==> src/rtl/pipe_hazard_ctrl_if.sv <==
// Hazard-controller bundle: condition inputs from the pipeline registers and
// the hold/clear/PC controls plus debug counters going back to them.
interface pipe_hazard_ctrl_if #(
    parameter int REG_W = 5,
    parameter int CNT_W = 16
);
    logic [REG_W-1:0] if_id_rs;
    logic [REG_W-1:0] if_id_rt;
    logic             if_id_uses_rt;
    logic             id_ex_mem_read;
    logic [REG_W-1:0] id_ex_rt;
    logic             ex_branch_taken;
    logic             ex_mem_read;
    logic             ex_mem_write;
    logic             dmem_ready;
    logic             pc_hold;
    logic             pc_load_branch;
    logic             if_id_hold;
    logic             if_id_clear;
    logic             id_ex_clear;
    logic             ex_mem_hold;
    logic             mem_wb_clear;
    logic             mem_error;
    logic [CNT_W-1:0] stall_cnt;
    logic [CNT_W-1:0] flush_cnt;

    modport master (
        input  if_id_rs, if_id_rt, if_id_uses_rt, id_ex_mem_read, id_ex_rt,
               ex_branch_taken, ex_mem_read, ex_mem_write, dmem_ready,
        output pc_hold, pc_load_branch, if_id_hold, if_id_clear, id_ex_clear,
               ex_mem_hold, mem_wb_clear, mem_error, stall_cnt, flush_cnt
    );

    modport slave (
        output if_id_rs, if_id_rt, if_id_uses_rt, id_ex_mem_read, id_ex_rt,
               ex_branch_taken, ex_mem_read, ex_mem_write, dmem_ready,
        input  pc_hold, pc_load_branch, if_id_hold, if_id_clear, id_ex_clear,
               ex_mem_hold, mem_wb_clear, mem_error, stall_cnt, flush_cnt
    );
endinterface

==> src/rtl/pipe_hazard_ctrl.sv <==
// Stall/flush sequencer for the 5-stage pipeline: load-use bubbles, branch
// flushes and data-memory wait with timeout, plus saturating debug counters.
module pipe_hazard_ctrl #(
    parameter int REG_W   = 5,
    parameter int TIMEOUT = 64,
    parameter int CNT_W   = 16
) (
    input  logic                clk,
    input  logic                clr_n,
    pipe_hazard_ctrl_if.master  hz,
    output logic [1:0]          fsm_state
);
    localparam int WAIT_W = $clog2(TIMEOUT + 1);

    typedef enum logic [1:0] {RUN, LU_STALL, MEM_WAIT, ERROR} state_t;

    state_t            state, state_nxt;
    logic [WAIT_W-1:0] wait_cnt, wait_nxt;
    logic              mem_error_q, err_set;
    logic [CNT_W-1:0]  stall_cnt_q, flush_cnt_q;
    logic              mem_busy, load_use;
    logic              hold_all, do_flush, do_bubble;

    assign mem_busy = (hz.ex_mem_read | hz.ex_mem_write) & ~hz.dmem_ready;
    assign load_use = hz.id_ex_mem_read && (hz.id_ex_rt != '0) &&
                      ((hz.id_ex_rt == hz.if_id_rs) ||
                       (hz.if_id_uses_rt && (hz.id_ex_rt == hz.if_id_rt)));

    always_comb begin
        state_nxt = state;
        wait_nxt  = wait_cnt;
        err_set   = 1'b0;
        hold_all  = 1'b0;
        do_flush  = 1'b0;
        do_bubble = 1'b0;
        case (state)
            RUN: begin
                if (mem_busy) begin
                    hold_all  = 1'b1;
                    state_nxt = MEM_WAIT;
                    wait_nxt  = WAIT_W'(1);
                end else if (hz.ex_branch_taken) begin
                    do_flush = 1'b1;
                end else if (load_use) begin
                    do_bubble = 1'b1;
                    state_nxt = LU_STALL;
                end
            end
            // The bubble already removed the dependency, so load_use is not rechecked.
            LU_STALL: begin
                if (mem_busy) begin
                    hold_all  = 1'b1;
                    state_nxt = MEM_WAIT;
                    wait_nxt  = WAIT_W'(1);
                end else begin
                    state_nxt = RUN;
                end
            end
            MEM_WAIT: begin
                if (mem_busy) begin
                    hold_all = 1'b1;
                    if (wait_cnt >= WAIT_W'(TIMEOUT - 1)) begin
                        state_nxt = ERROR;
                        err_set   = 1'b1;
                    end else begin
                        wait_nxt = wait_cnt + WAIT_W'(1);
                    end
                end else begin
                    state_nxt = RUN;
                    wait_nxt  = '0;
                end
            end
            ERROR: begin
                hold_all = 1'b1;
            end
            default: state_nxt = RUN;
        endcase
    end

    // Controls are forced low while reset is asserted.
    assign hz.pc_hold        = clr_n & (hold_all | do_bubble);
    assign hz.if_id_hold     = clr_n & (hold_all | do_bubble);
    assign hz.ex_mem_hold    = clr_n & hold_all;
    assign hz.mem_wb_clear   = clr_n & hold_all;
    assign hz.pc_load_branch = clr_n & do_flush;
    assign hz.if_id_clear    = clr_n & do_flush;
    assign hz.id_ex_clear    = clr_n & (do_flush | do_bubble);
    assign hz.mem_error      = mem_error_q;
    assign hz.stall_cnt      = stall_cnt_q;
    assign hz.flush_cnt      = flush_cnt_q;
    assign fsm_state         = state;

    always_ff @(posedge clk) begin
        if (!clr_n) begin
            state       <= RUN;
            wait_cnt    <= '0;
            mem_error_q <= 1'b0;
            stall_cnt_q <= '0;
            flush_cnt_q <= '0;
        end else begin
            state    <= state_nxt;
            wait_cnt <= wait_nxt;
            if (err_set)
                mem_error_q <= 1'b1;
            if ((hold_all || do_bubble) && (stall_cnt_q != '1))
                stall_cnt_q <= stall_cnt_q + CNT_W'(1);
            if (do_flush && (flush_cnt_q != '1))
                flush_cnt_q <= flush_cnt_q + CNT_W'(1);
        end
    end
endmodule

==> src/flat_wrapper.sv <==
// flat-port wrapper written by rule: the top's interface ports become plain ports
module pipe_hazard_ctrl_flat 
#(
    parameter int REG_W   = 5,
    parameter int TIMEOUT = 64,
    parameter int CNT_W   = 16
)
  (clk, clr_n, fsm_state, hz_if_id_rs, hz_if_id_rt, hz_if_id_uses_rt, hz_id_ex_mem_read, hz_id_ex_rt, hz_ex_branch_taken, hz_ex_mem_read, hz_ex_mem_write, hz_dmem_ready, hz_pc_hold, hz_pc_load_branch, hz_if_id_hold, hz_if_id_clear, hz_id_ex_clear, hz_ex_mem_hold, hz_mem_wb_clear, hz_mem_error, hz_stall_cnt, hz_flush_cnt);
  pipe_hazard_ctrl_if #(.REG_W(REG_W), .CNT_W(CNT_W)) hz_i ();
  input  logic clk;
  input  logic clr_n;
  output logic [1:0] fsm_state;
  input wire logic [$bits(hz_i.if_id_rs)-1:0] hz_if_id_rs;
  input wire logic [$bits(hz_i.if_id_rt)-1:0] hz_if_id_rt;
  input wire logic [$bits(hz_i.if_id_uses_rt)-1:0] hz_if_id_uses_rt;
  input wire logic [$bits(hz_i.id_ex_mem_read)-1:0] hz_id_ex_mem_read;
  input wire logic [$bits(hz_i.id_ex_rt)-1:0] hz_id_ex_rt;
  input wire logic [$bits(hz_i.ex_branch_taken)-1:0] hz_ex_branch_taken;
  input wire logic [$bits(hz_i.ex_mem_read)-1:0] hz_ex_mem_read;
  input wire logic [$bits(hz_i.ex_mem_write)-1:0] hz_ex_mem_write;
  input wire logic [$bits(hz_i.dmem_ready)-1:0] hz_dmem_ready;
  output wire logic [$bits(hz_i.pc_hold)-1:0] hz_pc_hold;
  output wire logic [$bits(hz_i.pc_load_branch)-1:0] hz_pc_load_branch;
  output wire logic [$bits(hz_i.if_id_hold)-1:0] hz_if_id_hold;
  output wire logic [$bits(hz_i.if_id_clear)-1:0] hz_if_id_clear;
  output wire logic [$bits(hz_i.id_ex_clear)-1:0] hz_id_ex_clear;
  output wire logic [$bits(hz_i.ex_mem_hold)-1:0] hz_ex_mem_hold;
  output wire logic [$bits(hz_i.mem_wb_clear)-1:0] hz_mem_wb_clear;
  output wire logic [$bits(hz_i.mem_error)-1:0] hz_mem_error;
  output wire logic [$bits(hz_i.stall_cnt)-1:0] hz_stall_cnt;
  output wire logic [$bits(hz_i.flush_cnt)-1:0] hz_flush_cnt;
  assign hz_i.if_id_rs = hz_if_id_rs;
  assign hz_i.if_id_rt = hz_if_id_rt;
  assign hz_i.if_id_uses_rt = hz_if_id_uses_rt;
  assign hz_i.id_ex_mem_read = hz_id_ex_mem_read;
  assign hz_i.id_ex_rt = hz_id_ex_rt;
  assign hz_i.ex_branch_taken = hz_ex_branch_taken;
  assign hz_i.ex_mem_read = hz_ex_mem_read;
  assign hz_i.ex_mem_write = hz_ex_mem_write;
  assign hz_i.dmem_ready = hz_dmem_ready;
  assign hz_pc_hold = hz_i.pc_hold;
  assign hz_pc_load_branch = hz_i.pc_load_branch;
  assign hz_if_id_hold = hz_i.if_id_hold;
  assign hz_if_id_clear = hz_i.if_id_clear;
  assign hz_id_ex_clear = hz_i.id_ex_clear;
  assign hz_ex_mem_hold = hz_i.ex_mem_hold;
  assign hz_mem_wb_clear = hz_i.mem_wb_clear;
  assign hz_mem_error = hz_i.mem_error;
  assign hz_stall_cnt = hz_i.stall_cnt;
  assign hz_flush_cnt = hz_i.flush_cnt;
  pipe_hazard_ctrl #(.REG_W(REG_W), .TIMEOUT(TIMEOUT), .CNT_W(CNT_W)) u_core (.clk(clk), .clr_n(clr_n), .hz(hz_i), .fsm_state(fsm_state));
endmodule
==> config.mk <==
export PLATFORM = sky130hd
export DESIGN_NAME = pipe_hazard_ctrl_flat
export DESIGN_NICKNAME = d
export VERILOG_FILES = /design/src/rtl/pipe_hazard_ctrl_if.sv /design/src/rtl/pipe_hazard_ctrl.sv /design/src/flat_wrapper.sv
export SDC_FILE = /design/constraint.sdc
export NUM_CORES = 1
export LEC_CHECK = 0
export ABC_AREA = 0
export CAP_MARGIN = 20
export CORE_MARGIN = 5
export CORE_UTILIZATION = 45
export CTS_BUF_LIST = sky130_fd_sc_hd__clkbuf_4 sky130_fd_sc_hd__clkbuf_8
export CTS_CLUSTER_SIZE = 10
export DETAILED_ROUTE_END_ITERATION = 7
export PLACE_DENSITY = 0.78
export SLEW_MARGIN = 25
export SYNTH_ARGS = -nofsm -noshare
export SYNTH_HDL_FRONTEND = slang
export SYNTH_SLANG_ARGS = --single-unit
export TNS_END_PERCENT = 100
==> constraint.sdc <==
create_clock -name clk -period 6.65 [get_ports clk]
set_input_delay 0.9975 -clock clk [delete_from_list [all_inputs] [get_ports clk]]
set_output_delay 0.9975 -clock clk [all_outputs]
set_load 0.01 [all_outputs]
* Yosys cells after proc, flatten, opt, wreduce, memory -nomap -nowiden *
Cells that the tools add are included.

word-level totals
  flip-flop bits (word level) = 42
  bits in latches = 0
  memory bits (writable) = 0
  ROM bits = 0
  output and inout bits = 42
  word-level logic and storage cells = 68
  memories kept = 0

cells by class
  add/sub/neg operators = 3
  $mul = 0
  div/mod/pow operators = 0
  $lt $le $gt $ge = 1
  equal/unequal tests = 12
  shift-type cells = 0
  mux-type cells = 23
  bitwise operators = 9
  reductions and logical operators = 15

operator list
  cell                                                                      number
  16-bit by 1-bit adder with 16-bit output (second input constant)          2
  16-bit inequality test (second input constant)                            2
  7-bit 2-to-1 mux                                                          3
  7-bit case mux with 2 select lines                                        1
  2-bit 2-to-1 mux                                                          6
  1-bit 2-to-1 mux                                                          11
  5-bit == test                                                             2
  7-bit by 1-bit adder with 7-bit output (second input constant)            1
  7-bit by 6-bit >= comparator with 1-bit output (second input constant)    1
  3-bit inequality test (second input constant)                             2
  2-bit case mux with 3 select lines                                        1
  1-bit AND                                                                 5
  1-bit logical AND                                                         5
  5-bit nonzero test                                                        1
  2-bit == test (second input constant)                                     2
  4-bit AND reduction                                                       1
  3-bit by 1-bit inequality test with 1-bit output (second input constant)  1
  3-bit by 2-bit inequality test with 1-bit output (second input constant)  1
  1-bit bitwise OR                                                          3
  3-bit AND reduction                                                       1
  3-bit nonzero test                                                        1
  3-bit OR reduction                                                        1
  2-bit by 1-bit == test with 1-bit output (second input constant)          1
  2-bit logical NOT                                                         1
  other kinds (6)                                                           7

* Logic depth before layout (Yosys ltp) *
  depth after elaboration = 10
  depth in mapped cells = 9
  depth with buffers taken out = 8

* Least setup slack after synthesis *
Ideal clock, no wire load.

  path kind = input port to output port
  from = in hz_id_ex_rt[0]
  to = out hz_pc_hold
  data arrival time = 2,546 ps
  required time = 5,653 ps
  setup slack = 3,106 ps
  cell stages on the path = 8
  path buffers = 3
  cell sequence = or4_1 o21ai_1 or3b_1 o21a_1 buf_6 buf_2 nor2_1 buf_4

on the way
  word-level cells in the longest chain between the ends = 10

ends and longest elaborated chain
  item                 RTL line                RTL
  start, declared      flat_wrapper.sv:17      input wire logic [$bits(hz_i.id_ex_rt)-1:0] hz_id_ex_rt;
  5-bit == test        pipe_hazard_ctrl.sv:27  (hz.if_id_uses_rt && (hz.id_ex_rt == hz.if_id_rt)));
  1-bit logical AND    pipe_hazard_ctrl.sv:27
  1-bit logical OR     pipe_hazard_ctrl.sv:26  ((hz.id_ex_rt == hz.if_id_rs) ||
  1-bit logical AND *  pipe_hazard_ctrl.sv:25  assign load_use = hz.id_ex_mem_read && (hz.id_ex_rt != '0) &&
  1-bit 2-to-1 mux *   pipe_hazard_ctrl.sv:44  end else if (load_use) begin
  1-bit 2-to-1 mux *   pipe_hazard_ctrl.sv:42  end else if (hz.ex_branch_taken) begin
  1-bit 2-to-1 mux *   pipe_hazard_ctrl.sv:38  if (mem_busy) begin
  1-bit 2-to-1 mux *   pipe_hazard_ctrl.sv:36  case (state)
  1-bit bitwise OR *   -
  1-bit AND *          -
  end, declared        flat_wrapper.sv:22      output wire logic [$bits(hz_i.pc_hold)-1:0] hz_pc_hold;

Every way passes the cells marked *; elsewhere a longest branch is shown, timed or not.

* Final worst setup path *
  from = in hz_id_ex_rt[0]
  to = out hz_if_id_hold

on the way
  word-level cells in the longest chain between the ends = 10

ends and longest elaborated chain
  item                 RTL line                RTL
  5-bit == test        pipe_hazard_ctrl.sv:27
  1-bit logical AND    pipe_hazard_ctrl.sv:27
  1-bit logical OR     pipe_hazard_ctrl.sv:26
  1-bit logical AND *  pipe_hazard_ctrl.sv:25
  1-bit 2-to-1 mux *   pipe_hazard_ctrl.sv:44
  1-bit 2-to-1 mux *   pipe_hazard_ctrl.sv:42
  1-bit 2-to-1 mux *   pipe_hazard_ctrl.sv:38
  1-bit 2-to-1 mux *   pipe_hazard_ctrl.sv:36
  1-bit bitwise OR *   pipe_hazard_ctrl.sv:82  assign hz.if_id_hold = clr_n & (hold_all | do_bubble);
  1-bit AND *          pipe_hazard_ctrl.sv:82
  end, declared        flat_wrapper.sv:24      output wire logic [$bits(hz_i.if_id_hold)-1:0] hz_if_id_hold;

Marks and branches as above.

==> insert_results.sql <==
INSERT INTO impl_metrics (metric_group, metric, value, unit) VALUES
('global_route', 'grt_start_max_net_pins', '39', ''),
('pwr', 'finalPower', '572', 'uW'),
('critical_path', 'reg2reg_start', 'u_core.fsm_state[1]', ''),
('floorplanning', 'start_util', '47.0', '%'),
('routing', 'detail_route.wirelength', '5230', 'um'),
('routing', 'vias', '2167', ''),
('yosys', 'ys_top_cells_by_area', 'sky130_fd_sc_hd__dfxtp_1 37%, sky130_fd_sc_hd__xor2_1 7.8%, sky130_fd_sc_hd__nor2_1 5.7%, sky130_fd_sc_hd__a21oi_1 5.1%, sky130_fd_sc_hd__ha_1 4.4%', ''),
('clock_network', 'tritoncts', 'done', ''),
('yosys', 'number_of_storage_elements_in_the_synthesis_netlist', '42', ''),
('critical_path', 'critPathMostFrequentCell', 'sky130_fd_sc_hd__clkdlybuf4s50_1', ''),
('yosys', 'yosys.area.top_type_share', '37.4', '%'),
('timing', 'pnr_worst_setup_slack', '1.89', 'ns'),
('placement', 'port-buffer-count', '64', ''),
('critical_path', 'worst_path_dominant_cell_family', 'buffers and inverters', ''),
('critical_path', 'critPathRequiredTime', '5.65', 'ns'),
('timing', 'worstMarginPinSlew', '0.919', 'ns'),
('placement', 'place_area', '2910', 'sq um'),
('yosys', 'netlist_top_cells_count', '42 x sky130_fd_sc_hd__dfxtp_1, 34 x sky130_fd_sc_hd__nor2_1, 23 x sky130_fd_sc_hd__a21oi_1', ''),
('pwr', 'power_internal', '420', 'uW'),
('placement', 'gp_congestion', '0.789', ''),
('yosys', 'ys_dominant_reg_cell', 'sky130_fd_sc_hd__dfxtp_1', ''),
('clock_network', 'clk_transition_reported_paths', '0.08', 'ns'),
('yosys', 'synth-warning-count', '0', ''),
('yosys', 'syn_area_per_cell', '8.46', 'sq um'),
('routing', 'dr_wl_met2', '2600', 'um'),
('routing', 'max_layer_used', 'met4', ''),
('timing', 'relSlewSlack', '38.8', '%'),
('placement', 'place.detailed.hpwl', '3840', 'um'),
('yosys', 'synthArstFlopShare', '0', '%'),
('timing', 'slew_violations', '0', ''),
('yosys', 'synth-compound-area-share', '17.6', '%'),
('timing', 'period_minus_slack', '4.76', 'ns'),
('floorplanning', 'floorplan.rows', '25', ''),
('clock_network', 'h_tree_depth', '2', ''),
('timing', 'rsz_0062_raised_after_global_routing', 'false', ''),
('yosys', 'synth_largest_area_cell', 'sky130_fd_sc_hd__dfxtp_1', ''),
('cells_and_area', 'area_growth', '34.2', '%'),
('cells_and_area', 'diodes', '0', ''),
('floorplanning', 'fp.dieW', '80.7', 'um'),
('yosys', 'synth_top_family_by_area', 'simple AND/OR/NAND/NOR gates', ''),
('critical_path', 'number_of_buffer_and_inverter_stages_on_the_critical_path', '2', ''),
('critical_path', 'crit_path_end_kind', 'output port', ''),
('global_route', 'wire_length_of_the_first_global_routing_pass', '8980', 'um'),
('pwr', 'seqPwrFrac', '47.1', '%'),
('critical_path', 'cp_slowest_cell', 'sky130_fd_sc_hd__o21a_1', ''),
('pwr', 'switching_power_total', '152', 'uW'),
('cells_and_area', 'design.final.nets', '355', ''),
('yosys', 'syn_nets', '297', ''),
('clock_network', 'cts.root.buffer_cell', 'sky130_fd_sc_hd__clkbuf_8', ''),
('outcome', 'status', 'finished, final reports clean', ''),
('timing', 'layout_worst_path_cycle_share', '71.6', '%'),
('yosys', 'edff_count_synth', '0', ''),
('global_route', 'track_usage', '17.0', '%'),
('clock_network', 'cts_hold_buf', '0', ''),
('clock_network', 'post_cts_resized', '0', ''),
('critical_path', 'setup.worst_path.start', 'hz_id_ex_rt[0]', ''),
('routing', 'drt-wirelength-per-cell', '13.4', 'um'),
('global_route', 'first_global_vias', '2113', ''),
('floorplanning', 'boundaryPins', '65', ''),
('yosys', 'synth_xor_xnor_area_share', '10.1', '%'),
('floorplanning', 'core-area', '4790', 'sq um'),
('pwr', 'vdd.ir_drop.worst', '0.0792', 'mV'),
('clock_network', 'cts_sinks', '42', ''),
('routing', 'post_drt_via_cell_ratio', '5.53', ''),
('yosys', 'number_of_instances_in_the_synthesized_netlist', '266', ''),
('pwr', 'total_power_divided_by_cell_area', '190', 'nW/um^2'),
('pwr', 'power.share.combinational', '18.3', '%'),
('yosys', 'synth_most_common_cell', 'sky130_fd_sc_hd__dfxtp_1', ''),
('placement', 'placement.setup.worst_slack', '1.92', 'ns'),
('clock_network', 'cts_max_path_buffers', '2', ''),
('timing', 'finalHoldViolCount', '0', '');
sequential cells by signal, indices dropped and copies added (netlist names):
signal,cells
u_core.hz.flush_cnt,16
u_core.wait_cnt,7
u_core.hz.mem_error,1
u_core.hz.stall_cnt,16
u_core.fsm_state,2
power by group through the flow:
| stage | logic, mW | registers [mW] | clock network (mW) |
|---|---|---|---|
| final | 0.105 | 0.269 | 0.198 |
| after floorplan | 0.0615 | 0.275 | 0 |
| after global routing | 0.118 | 0.271 | 0.214 |
| after detailed placement | 0.105 | 0.275 | 0 |
| after CTS | 0.106 | 0.269 | 0.203 |
| after global placement | 0.103 | 0.275 | 0 |
stage by stage:
| stage | utilization (%) | std cells | hold WS [ns] |
|---|---|---|---|
| 2_1_floorplan | - | 266 | 0.408 |
| 3_3_place_gp | 60.8 | 384 | 0.420 |
| 3_5_place_dp | 60.8 | 384 | 0.435 |
| 4_1_cts | 63.1 | 392 | 0.447 |
| 5_1_grt | 63.1 | 392 | 0.466 |
| 6_report | 63.1 | 392 | 0.441 |
logic make-up after synthesis:
kind of cell / after synthesis
adder cells (fa/ha/maj): 8
multiplexers: 2
buffers and inverters: 20
flip-flops: 42
XOR/XNOR: 26
AND/OR/NAND/NOR: 107
AO/OA/AOI/OAI: 61
worst register-to-register path, delay by kind of cell, from the launching register on:
kind	cells	cell delay, ns
simple gates	2	1.01
compound gates	2	0.66
flops	1	0.38
fa+ha+maj	1	0.25
buf+inv	1	0.10
layout make-up:
class,instances,area (sq um)
clock buffer,5,68.8
clock inverter,3,40.0
fill,414,1770
inverter,6,22.5
multi-input combinational,204,1320
sequential,42,841
tap,67,83.8
timing repair buffer,65,648
layer usage:
layer / vias to the layer above / GRT usage (%)
li1: 1087 / -
met1: 1005 / 19.3
met2: 63 / 30.2
met3: 12 / 4.26
met4: 0 / 7.09
met5: - / 0
layout by cell type, fill, tap and decap left out, types with 2 or more instances in the layout:
cell	instances
sky130_fd_sc_hd__clkdlybuf4s50_1	64
sky130_fd_sc_hd__dfxtp_1	42
sky130_fd_sc_hd__nor2_1	33
sky130_fd_sc_hd__a21oi_1	23
sky130_fd_sc_hd__xor2_1	20
sky130_fd_sc_hd__or4_1	13
sky130_fd_sc_hd__nand3_1	12
sky130_fd_sc_hd__nand2_1	12
sky130_fd_sc_hd__o31ai_1	12
sky130_fd_sc_hd__nand4_1	10
sky130_fd_sc_hd__o21ai_0	8
sky130_fd_sc_hd__ha_1	8
sky130_fd_sc_hd__and3_1	7
sky130_fd_sc_hd__inv_1	6
sky130_fd_sc_hd__xnor2_1	6
sky130_fd_sc_hd__or3_1	5
sky130_fd_sc_hd__clkbuf_8	5
sky130_fd_sc_hd__and2_1	4
sky130_fd_sc_hd__nor3_1	3
sky130_fd_sc_hd__or3b_1	2
sky130_fd_sc_hd__mux2i_1	2
sky130_fd_sc_hd__o311ai_0	2
sky130_fd_sc_hd__a311oi_1	2
sky130_fd_sc_hd__clkinv_2	2
final timing paths:
path	to	slack (ns)	cells past startpoint
worst max-delay path	hz_if_id_hold	1.89	7
worst min-delay path	u_core.wait_cnt[6]	0.44	2
worst max register to register	u_core.hz.stall_cnt[7]	4.18	6
worst min register to register	u_core.wait_cnt[6]	0.44	2
Note: power is estimated with default switching activity, not from simulation.
